## config.mk

```make
export PLATFORM = sky130hd
export DESIGN_NAME = round_scheduler
export DESIGN_NICKNAME = d
export VERILOG_FILES = /design/src/rtl/round_scheduler.sv
export SDC_FILE = /design/constraint.sdc
export NUM_CORES = 1
export LEC_CHECK = 0
export ABC_AREA = 1
export CORE_MARGIN = 1.5
export CORE_UTILIZATION = 40
export CTS_BUF_LIST = sky130_fd_sc_hd__clkbuf_16
export DETAILED_ROUTE_END_ITERATION = 7
export PLACE_DENSITY = 0.55
export SYNTH_ARGS = -nofsm -noshare
export SYNTH_HDL_FRONTEND = slang
export SYNTH_SLANG_ARGS = --single-unit
```

## constraint.sdc

```tcl
create_clock -name clock -period 19.9 [get_ports clock]
set_input_delay 5.97 -clock clock [delete_from_list [all_inputs] [get_ports clock]]
set_output_delay 5.97 -clock clock [all_outputs]
set_load 0.03 [all_outputs]
```

## src/rtl/round_scheduler.sv

```systemverilog
// Turn/round sequencer for a two-player board game: runs timed turns, alternates
// players, and after each full round sweeps the board to grow troop counts.
module round_scheduler #(
    parameter int unsigned BORAD_WIDTH      = 10,
    parameter int unsigned LOG2_BORAD_WIDTH = 4,
    parameter int unsigned LOG2_MAX_TROOP   = 9,
    parameter int unsigned LOG2_MAX_ROUND   = 12,
    parameter int unsigned TICKS_PER_TURN   = 50000000,
    parameter int unsigned GROWTH_PERIOD    = 25
) (
    input  logic                        clock,
    input  logic                        reset,
    input  logic                        start,
    input  logic                        move_done,
    input  logic                        game_over,
    input  logic [2:0]                  rd_owner,
    input  logic [1:0]                  rd_piece,
    input  logic [LOG2_MAX_TROOP-1:0]   rd_troop,
    output logic [LOG2_BORAD_WIDTH-1:0] cell_h,
    output logic [LOG2_BORAD_WIDTH-1:0] cell_v,
    output logic                        cell_we,
    output logic [LOG2_MAX_TROOP-1:0]   wr_troop,
    output logic [2:0]                  current_player,
    output logic [LOG2_MAX_ROUND:0]     round,
    output logic                        logic_enable,
    output logic                        turn_start,
    output logic                        timeout,
    output logic                        busy
);

    localparam int unsigned CNT_W   = (TICKS_PER_TURN > 1) ? $clog2(TICKS_PER_TURN) : 1;
    localparam int unsigned RND_W   = LOG2_MAX_ROUND + 1;
    localparam int unsigned COORD_W = LOG2_BORAD_WIDTH;
    localparam int unsigned TROOP_W = LOG2_MAX_TROOP;

    localparam logic [CNT_W-1:0]   CNT_RELOAD = CNT_W'(TICKS_PER_TURN - 1);
    localparam logic [COORD_W-1:0] LAST_COORD = COORD_W'(BORAD_WIDTH - 1);
    localparam logic [TROOP_W-1:0] TROOP_MAX  = '1;
    localparam logic [RND_W-1:0]   ROUND_MAX  = '1;

    localparam logic [2:0] PLAYER_RED  = 3'd1;
    localparam logic [2:0] PLAYER_BLUE = 3'd2;

    localparam logic [1:0] PIECE_TERRITORY = 2'd0;
    localparam logic [1:0] PIECE_CROWN     = 2'd2;
    localparam logic [1:0] PIECE_CITY      = 2'd3;

    typedef enum logic [2:0] {
        IDLE     = 3'd0,
        TURN     = 3'd1,
        SWITCH   = 3'd2,
        SWEEP_RD = 3'd3,
        SWEEP_WR = 3'd4,
        OVER     = 3'd5
    } state_t;

    state_t               state;
    state_t               state_nxt;
    logic [CNT_W-1:0]     cnt;
    logic [CNT_W-1:0]     cnt_nxt;
    logic [2:0]           player_nxt;
    logic [RND_W-1:0]     round_nxt;
    logic [COORD_W-1:0]   h_nxt;
    logic [COORD_W-1:0]   v_nxt;
    logic                 enable_nxt;
    logic                 turn_start_nxt;
    logic                 timeout_nxt;
    logic                 busy_nxt;

    logic                 territory_due_c;
    logic                 grow_c;

    // Growth rule for the cell currently presented on the read port
    assign territory_due_c = ((32'(round) % GROWTH_PERIOD) == 32'd0);
    assign grow_c = (rd_owner != 3'd0) && (rd_troop != TROOP_MAX) &&
                    ((rd_piece == PIECE_CROWN) || (rd_piece == PIECE_CITY) ||
                     ((rd_piece == PIECE_TERRITORY) && territory_due_c));

    // Next-state, next-register values, and the combinational write port
    always_comb begin
        state_nxt   = state;
        cnt_nxt     = cnt;
        player_nxt  = current_player;
        round_nxt   = round;
        h_nxt       = cell_h;
        v_nxt       = cell_v;
        timeout_nxt = 1'b0;
        cell_we     = 1'b0;
        wr_troop    = '0;

        case (state)
            IDLE: begin
                if (start) begin
                    state_nxt  = TURN;
                    cnt_nxt    = CNT_RELOAD;
                    player_nxt = PLAYER_RED;
                    round_nxt  = RND_W'(1);
                end
            end
            TURN: begin
                if (move_done || (cnt == '0)) begin
                    state_nxt   = SWITCH;
                    timeout_nxt = !move_done;
                    cnt_nxt     = CNT_RELOAD;
                    player_nxt  = (current_player == PLAYER_RED) ? PLAYER_BLUE : PLAYER_RED;
                    if (current_player == PLAYER_BLUE) begin
                        round_nxt = (round == ROUND_MAX) ? round : round + RND_W'(1);
                        h_nxt     = '0;
                        v_nxt     = '0;
                    end
                end else begin
                    cnt_nxt = cnt - CNT_W'(1);
                end
            end
            SWITCH: begin
                // Player already toggled: RED now means BLUE just closed the round
                state_nxt = (current_player == PLAYER_RED) ? SWEEP_RD : TURN;
            end
            SWEEP_RD: begin
                state_nxt = SWEEP_WR;
            end
            SWEEP_WR: begin
                cell_we = grow_c;
                if ((cell_h == LAST_COORD) && (cell_v == LAST_COORD)) begin
                    state_nxt = TURN;
                end else begin
                    state_nxt = SWEEP_RD;
                    if (cell_h == LAST_COORD) begin
                        h_nxt = '0;
                        v_nxt = cell_v + COORD_W'(1);
                    end else begin
                        h_nxt = cell_h + COORD_W'(1);
                    end
                end
            end
            OVER: begin
                state_nxt = OVER;
            end
            default: begin
                state_nxt = IDLE;
            end
        endcase

        // Game end freezes everything and kills any in-flight write
        if (game_over && (state != IDLE)) begin
            state_nxt   = OVER;
            cnt_nxt     = cnt;
            player_nxt  = current_player;
            round_nxt   = round;
            h_nxt       = cell_h;
            v_nxt       = cell_v;
            timeout_nxt = 1'b0;
            cell_we     = 1'b0;
        end

        if (!reset) begin
            cell_we = 1'b0;
        end

        wr_troop = cell_we ? (rd_troop + TROOP_W'(1)) : '0;

        enable_nxt     = (state_nxt == TURN);
        turn_start_nxt = (state_nxt == TURN) && (state != TURN);
        busy_nxt       = (state_nxt == SWEEP_RD) || (state_nxt == SWEEP_WR);
    end

    // State and registered outputs
    always_ff @(posedge clock) begin
        if (!reset) begin
            state          <= IDLE;
            cnt            <= '0;
            current_player <= PLAYER_RED;
            round          <= RND_W'(1);
            cell_h         <= '0;
            cell_v         <= '0;
            logic_enable   <= 1'b0;
            turn_start     <= 1'b0;
            timeout        <= 1'b0;
            busy           <= 1'b0;
        end else begin
            state          <= state_nxt;
            cnt            <= cnt_nxt;
            current_player <= player_nxt;
            round          <= round_nxt;
            cell_h         <= h_nxt;
            cell_v         <= v_nxt;
            logic_enable   <= enable_nxt;
            turn_start     <= turn_start_nxt;
            timeout        <= timeout_nxt;
            busy           <= busy_nxt;
        end
    end

endmodule

```

# [Word-level counts from Yosys, hierarchy flattened]
# Index checks and enable logic that the tools add are counted.
[op_classes] add_sub_neg=5 div_mod_pow=1 n_eq_ne=23 n_mux=30 n_bitwise=4 reduce_logical=25
[op_table] operator="13-bit two-way mux" n=4
[op_table] operator="26-bit two-way mux" n=2
[op_table] operator="26-bit one-hot mux with 2 select lines" n=1
[op_table] operator="32-bit logical NOT" n=1
[op_table] operator="13-bit by 5-bit modulo with 32-bit output, second input constant" n=1
[op_table] operator="26-bit logical NOT" n=1
[op_table] operator="13-bit one-hot mux with 2 select lines" n=1
[op_table] operator="26-bit by 1-bit subtractor with 26-bit output, second input constant" n=1
[op_table] operator="4-bit two-way mux" n=6
[op_table] operator="3-bit one-hot mux with 6 select lines" n=1
[op_table] operator="4-bit one-hot mux with 2 select lines" n=2
[op_table] operator="3-bit two-way mux" n=5
[op_table] operator="13-bit by 1-bit adder with 13-bit output, second input constant" n=1
[op_table] operator="13-bit == test, second input constant" n=1
[op_table] operator="3-bit by 2-bit == test with 1-bit output, second input constant" n=4
[op_table] operator="2-bit != test, second input constant" n=6
[op_table] operator="6-bit AND reduction" n=2
[op_table] operator="9-bit by 1-bit adder with 9-bit output, second input constant" n=1
[op_table] operator="3-bit by 1-bit == test with 1-bit output, second input constant" n=3
[op_table] operator="3-bit == test, second input constant" n=3
[op_table] operator="9-bit two-way mux" n=1
[op_table] operator="9-bit != test, second input constant" n=1
[op_table] operator="4-bit by 1-bit adder with 4-bit output, second input constant" n=2
[op_table] operator="4-bit == test, second input constant" n=2
[op_table] operator="17 further kinds" n=35
[totals] ff_bits=57 inputBits=19 output_inout_bits=38 wordCells=98

# [Longest topological paths before layout]
# Gate-level depths: netlist of the first run.
[logic_depth] depth_word=9 ltp_mapped=61 depth_no_buf=59

# [Worst setup path after synthesis of the first run]
# No wires, ideal clock.
[synth_path] path_type="input to output" start="input port rd_troop[0]" end="output port wr_troop[2]" arrival_ps=7712 required_ps=13930 path_slack_ps=6218 stages=8 path_buffers=0 cell_sequence="ha_1 -> nand3_1 -> nor3b_1 -> and3_1 -> ha_1 -> nor4_1 -> nand2_4 -> nor2_1"
[synth_between] elab_chain_cells=7 elab_cells_between_ends=8 cone_classes="1 x add/sub; 1 x eq/ne; 4 x mux; 2 x reduce/logical"
[synth_rtl] item="from (decl)" line_no="18" source="input logic [LOG2_MAX_TROOP-1:0] rd_troop,"
[synth_rtl] item="9-bit != test" line_no="75" source="assign grow_c = (rd_owner != 3'd0) && (rd_troop != TROOP_MAX) &&"
[synth_rtl] item="1-bit logical AND (2 in series)" line_no="75"
[synth_rtl] item="1-bit two-way mux" line_no="91" source="case (state)"
[synth_rtl] item="1-bit two-way mux" line_no="145" source="if (game_over && (state != IDLE)) begin"
[synth_rtl] item="1-bit two-way mux" line_no="156" source="if (!reset) begin"
[synth_rtl] item="9-bit two-way mux *" line_no="160" source="wr_troop = cell_we ? (rd_troop + TROOP_W'(1)) : '0;"
[synth_rtl] item="to (decl)" line_no="22" source="output logic [LOG2_MAX_TROOP-1:0] wr_troop,"
# Mark *: on every way between the ends. The rest lies on a longest branch, timed or not.

# [Final worst setup path of the first run]
# Ends and elaborated chain as after synthesis.

==> summary.md, run 1 <==
| Metric | Value |
|---|---|
| Dpl cells | between 1000 and 1500 |
| Port Buffers | 55 |
| DIE WIDTH | around 120 um |
| Layout cells sized above 1 | 0.156 |
| Crit path buf inv count | 2 |
| HP Class | register to register |
| Initial DRT Pass Iterations | 5 |
| Clk buf depth | 2 |
| Slew margin rel. | 0.453 |
| Postcts setup bufs | 0 |
| Main synth FF type | dfxtp_1 |
| Max cap viols | 0 |
| Ant diodes | 0 |
| Power density over the cells | 67.6 mW/mm^2 |
| CP arrival | roughly 8.7 ns |
| WL/cell | 12.0 um |
| Yosys reg bits | 56 |
| Post-cts hold buffer count | 0 |
| Worst IR Drop VDD | 61.5 uV |
| Area contributors post-synth | dfxtp_1 19%, nand2_1 12%, inv_1 7.8% |
| Antenna Nets Post-Route | 0 |
| Crit Path Category | input port to primary output |
| P&R area growth vs syn | 14.3% |
| Vias per inst | just under 5 |
| Tot Pwr | 0.447 mW |
| Fraction of registers with async set/reset | 0 |
| Final slew viol count | 0 |
| Ys Warns | 0 |
| Worst-path fanout max | 10 |
| Global-route wire length before repair | 23400 um |
| GRT Overall Usage | 0.186 |
| Ports | 57 |
| Fmax | 68.2 MHz |
| Mapped cell area | 0.00579 mm^2 |
| Final Net Count | 980 |
| Worst skew pair latency | 0.30 ns |
| Post-cts resize count | 0 |
| Setup TNS | 0 ns |
| Synth top area share | 0.194 |
| CTS Buf Count | 5 |
| RePlAce Congestion | approximately 0.81 |
| Fin crit share | 0.737 |
| Die H | 123 um |
| Final instance area | 0.00662 mm^2 |
| Top-count cell post-synth | nand2_1 |
| Grt ovf | 0 |
| Final Hold Viols | 0 |
| Cell Area, Placed | roughly 0.0065 mm^2 |
| Status | finished, final reports clean |
| Worst-margin pin slew | approximately 0.82 ns |
| Finished Layout Cells | 1127 |
| Clock Tree Root | clkbuf_16 |
| Final min period | roughly 15 ns |
| Number of antenna violations at the first check in global routing | 0 |
| Worst path top cell family by delay | simple AND/OR/NAND/NOR gates |
| Slowest cell on crit path | clkdlybuf4s50_1 |
| Crit-path cells | clkdlybuf4s50_1, ha_1, nand3_1, nor3b_1, and3_1, ha_1, nor4_1, nand2_4, nor2_1, clkdlybuf4s50_1 |
| Max stage delay on crit path | 0.67 ns |
| Layout fillers | between 1500 and 2000 |
| RSZ-0062 raised after global routing | false |
| Number of global-route vias before repair | 5050 |
| Total Wirelength | ~14000 um |
| Largest net degree at the start of global routing | 25 |
| Pleak | 3.32 nW |
| Setup Skew | 0.00950 ns |
| Post-synthesis sequential area ratio | 0.194 |
| Reg clk slew, reported paths | ~0.07 ns |
| H-tree levels | 2 |
| Multi-input gate area | 0.00405 mm^2 |
| Sink Count | 56 |
| Worst setup SP type | input port |
| Number of remaining DRC errors | 0 |
| Post-DP HPWL | 10800 um |
| Initial drt markers | 254 |
| CTS tree | yes |
| EDFF count, synth | 0 |
| Core Area | 0.0140 mm^2 |
| Avg Cell Area, Syn | between 6 and 7 um^2 |
| Die area | about 0.015 mm^2 |
| CP required | 13.93 ns |
| Syn Inst Count | 896 |
| Reg area | 0.00112 mm^2 |
| Vias | roughly 5500 |
| Number of cell rows | 43 |
| Post-synth cell types | slightly above 50 |
| Starting density of the core | 0.414 |
| Final setup violation count | 0 |
| Synth top cells by count | 185 x nand2_1, 121 x inv_1, 98 x nor2_1 |
| Syn nets | 930 |
| Yosys top cell by area | dfxtp_1 |
| Critical Path Sink Type | primary output |
-- report_power, final --
part	total [mW]	switching, mW	internal [mW]
sequential	0.160	0.0244	0.136
combinational	0.196	0.125	0.0711
clock	0.0905	0.0433	0.0473
-- metal layers --
layer  vias to the layer above  wire length [um]  global-route usage
li1                       3010                 -                   -
met3                         9               262              0.0217
met4                         0               138              0.0323
met2                        46              6270               0.309
met5                         -                 0                   0
met1                      2442              6850               0.262
-- worst reg2reg max path, delay by kind of cell, from the launching register on --
kind | cells | cell delay (ns)
AND/OR/NAND/NOR | 11 | 2.24
buffers and inverters | 4 | 0.54
AO/OA/AOI/OAI | 3 | 0.37
flip-flops | 1 | 0.34
-- registers in the layout, summed over array words and instances, names as in the netlist --
| register | count |
|---|---|
| cell_h | 4 |
| logic_enable | 1 |
| busy | 1 |
| round | 13 |
| state | 3 |
| turn_start | 1 |
| cell_v | 4 |
| current_player | 2 |
| timeout | 1 |
| cnt | 26 |
-- final cells by class --
cell class                      count  area share
Clock buffer                        5      0.0189
Clock inverter                      3     0.00340
Inverter                          137      0.0783
Multi-Input combinational cell    690       0.612
Sequential cell                    56       0.169
Tap cell                          180      0.0340
Timing Repair Buffer               56      0.0843
-- cell families (layout without fill, tap and decap cells) --
| family | count (synthesis) | in the layout | share of synthesized area |
|---|---|---|---|
| and+or+nand+nor | 553 | 553 | 0.532 |
| buffers and inverters | 150 | 201 | 0.107 |
| AOI/OAI and AO/OA | 88 | 88 | 0.0845 |
| DFF | 56 | 56 | 0.194 |
| xor gates and xnor gates | 33 | 33 | 0.0499 |
| adders and majority gates | 15 | 15 | 0.0324 |
| other | 1 | 1 | 0.000648 |
-- path summary, 6_finish.rpt --
path	slack [ns]	startpoint	cells past startpoint	endpoint
worst max-delay path	5.24	rd_troop[0]	10	wr_troop[2]
worst min-delay path	0.49	cnt[9]	1	cnt[9]
worst max register to register	16.27	state[1]	18	cnt[23]
worst min register to register	0.49	cnt[9]	1	cnt[9]
-- placed cells by master, fill, tap and decap left out, types with 16 or more instances in the layout --
cell	synthesis	layout
o21ai_0	28	28
dfxtp_1	56	56
a21oi_1	36	36
clkdlybuf4s50_1	0	55
nand2_4	16	16
nand2_1	185	185
nor2_1	98	98
nand4_1	36	36
nand3_1	65	65
nand2_2	44	44
nor3_1	16	16
inv_1	121	121
xor2_1	24	24
-- metrics by stage --
| stage | hold WS [ns] | worst slack, ns | util |
|---|---|---|---|
| global route | 0.520 | 4.82 | 0.473 |
| finish | 0.486 | 5.24 | 0.473 |
| floorplan | 0.443 | 6.22 | - |
| CTS | 0.493 | 5.24 | 0.473 |
| detailed placement | 0.477 | 5.24 | 0.463 |
| global placement | 0.476 | 5.29 | 0.463 |
Power figures use the tool's default switching activity.
==> run 2, diff against run 1 <==
- clock period: 19.9 -> 14.4 ns (I/O delays scaled with it)
==> summary.md, run 2 (synthesized netlist as in run 1, its figures left out) <==
| Metric | Value |
|---|---|
| Clk buf depth | 2 (unchanged) |
| Total Wirelength | 14000 um (+3.8%) |
| Top Registers | cnt (26), round (13) |
| RSZ-0062 raised after global routing | false |
| Slowest cell on crit path | clkdlybuf4s50_1 |
| Max cap viols | 0 (unchanged) |
| CTS tree | yes |
| Number of cell rows | 43 (unchanged) |
| Layout cells sized above 1 | 0.155 (-0.00106) |
| Startpoint of the worst hold path | cnt[9] |
| Power density over the cells | 95.6 mW/mm^2 (+41%) |
| Final Hold Viols | 0 (unchanged) |
| Core Area | 0.0140 mm^2 (unchanged) |
| WL/cell | 12.5 um (+3.8%) |
| Final slew viol count | 0 (unchanged) |
| Pleak | 3.33 nW (+0.29%) |
| CP required | 10.08 ns (-3.85 ns) |
| WHS | 0.480 ns (-0.00657 ns) |
| R2R cell count | 18 (unchanged) |
| Reg2Reg Capture Point | cnt[23] |
| Antenna Nets Post-Route | 0 (unchanged) |
| HP Class | register to register |
| Number of global-route vias before repair | 5140 (+1.8%) |
| Initial DRT Pass Iterations | 4 (-1) |
| Vias | 5562 (+1.0%) |
| Max reg flops | 26 (unchanged) |
| Global-route wire length before repair | 23800 um (+1.7%) |
| RePlAce Congestion | 0.807 (+0.14%) |
| Largest net degree at the start of global routing | 25 (unchanged) |
| Die area | 0.0152 mm^2 (unchanged) |
| Initial drt markers | 308 (+21%) |
| Die H | 123 um (unchanged) |
| H-tree levels | 2 (unchanged) |
| Crit Path Category | register to primary output |
| Reg clk slew, reported paths | 0.07 ns (about the same) |
| Final instance area | 0.00663 mm^2 (+0.23%) |
| Worst-path fanout max | 24 (+14) |
| Worst setup SP type | register |
| Worst skew pair latency | 0.30 ns (about the same) |
| Slew margin rel. | 0.482 (+0.0290) |
| Sink Count | 56 (unchanged) |
| Max stage delay on crit path | 0.67 ns (about the same) |
| Number of antenna violations at the first check in global routing | 0 (unchanged) |
| Setup TNS | 0 ns (unchanged) |
| Slack of the worst reg-to-reg path | 10.81 ns (-5.46 ns) |
| Postcts setup bufs | 0 (unchanged) |
| Port Buffers | 55 (unchanged) |
| Post-DP HPWL | 11200 um (+3.5%) |
| Post-cts resize count | 0 (unchanged) |
| Grt ovf | 0 (unchanged) |
| Critical Path Sink Type | primary output |
| Fin crit share | 0.859 |
| Reg area | 0.00112 mm^2 (unchanged) |
| Reg with most FFs | cnt |
| Worst IR Drop VDD | 65.7 uV (+6.9%) |
| Commonest non-fill, non-tap cell in the layout | nand2_1 |
| Final setup violation count | 0 (unchanged) |
| Cell Area, Placed | 0.00647 mm^2 (unchanged) |
| Fmax | 80.8 MHz |
| Hold Crit Depth | 1 (unchanged) |
| Ant diodes | 0 (unchanged) |
| Final Net Count | 980 (unchanged) |
| Final core utilization | 0.474 (+0.00107) |
| Clock Tree Root | clkbuf_16 |
| CTS Buf Count | 5 (unchanged) |
| GRT Overall Usage | 0.192 (+0.00565) |
| Setup Skew | 0.00513 ns (-0.00438 ns) |
| CP arrival | 8.05 ns (-0.64 ns) |
| Layout fillers | 1490 (-1.7%) |
| Worst path top cell family by delay | simple AND/OR/NAND/NOR gates |
| Multi-input gate area | 0.00405 mm^2 (unchanged) |
| Status | finished, final reports clean |
| FF-to-FF Start | state[1] |
| Number of remaining DRC errors | 0 (unchanged) |
| Post-cts hold buffer count | 0 (unchanged) |
| Ports | 57 (unchanged) |
| Most frequent cells in the layout | 185 x nand2_1, 121 x inv_1, 98 x nor2_1, 65 x nand3_1, 56 x dfxtp_1 |
| Worst-margin pin slew | 0.776 ns (-0.0435 ns) |
| Vias per inst | 4.94 (+1.0%) |
| Starting density of the core | 0.414 (unchanged) |
| P&R area growth vs syn | 14.6% |
| Crit path buf inv count | 4 (+2) |
| Final min period | about 12 ns |
| DIE WIDTH | 123 um (unchanged) |
| Min-Delay Endpoint | cnt[9] |
| Most used cell, CP | nand2_4 |
## run 2: cell count changes in the layout (fill, tap and decap cells not counted), sizes merged
cell,before,now
clkinv,5,6
inv,134,133
clkinvlp,1,0
bufinv,0,1
## run 2: cell type report
class / count / area share
multi-input combinational: 690 / 0.610
clock buffer: 5 / 0.0189
inverter: 137 / 0.0781
sequential: 56 / 0.169
tap: 180 / 0.0339
clock inverter: 3 / 0.00566
timing repair buffer: 56 / 0.0841
## run 2: layer usage
metal	vias up	track usage	wire length, um
li1	3014	-	-
met1	2485	0.251	6790
met2	51	0.339	6830
met3	12	0.0185	274
met4	0	0.0467	139
met5	-	0	0
## run 2: worst max-delay path by stage
| stage | startpoint | to | slack (ns) | cells past startpoint |
|---|---|---|---|---|
| 3_5_place_dp | round[9] | wr_troop[2] | 2.34 | 53 |
| 5_1_grt | round[9] | wr_troop[2] | 1.15 | 53 |
| 3_3_place_gp | round[9] | wr_troop[2] | 2.39 | 53 |
| 6_report | round[9] | wr_troop[2] | 2.03 | 53 |
| 4_1_cts | round[9] | wr_troop[2] | 2.00 | 53 |
| 2_1_floorplan | round[8] | wr_troop[2] | 3.61 | 51 |
## run 2: where the power goes
group	total, mW	internal [mW]	switching (mW)
logic	0.272	0.0982	0.174
registers	0.222	0.188	0.0346
clock network	0.140	0.0811	0.0586
## run 2: metrics by stage
stage	cells	total power, mW	setup slack (ns)
2_1_floorplan	896	0.416	3.61
3_3_place_gp	1119	0.498	2.39
3_5_place_dp	1119	0.498	2.34
4_1_cts	1127	0.640	2.00
5_1_grt	1127	0.687	1.15
6_report	1127	0.634	2.03
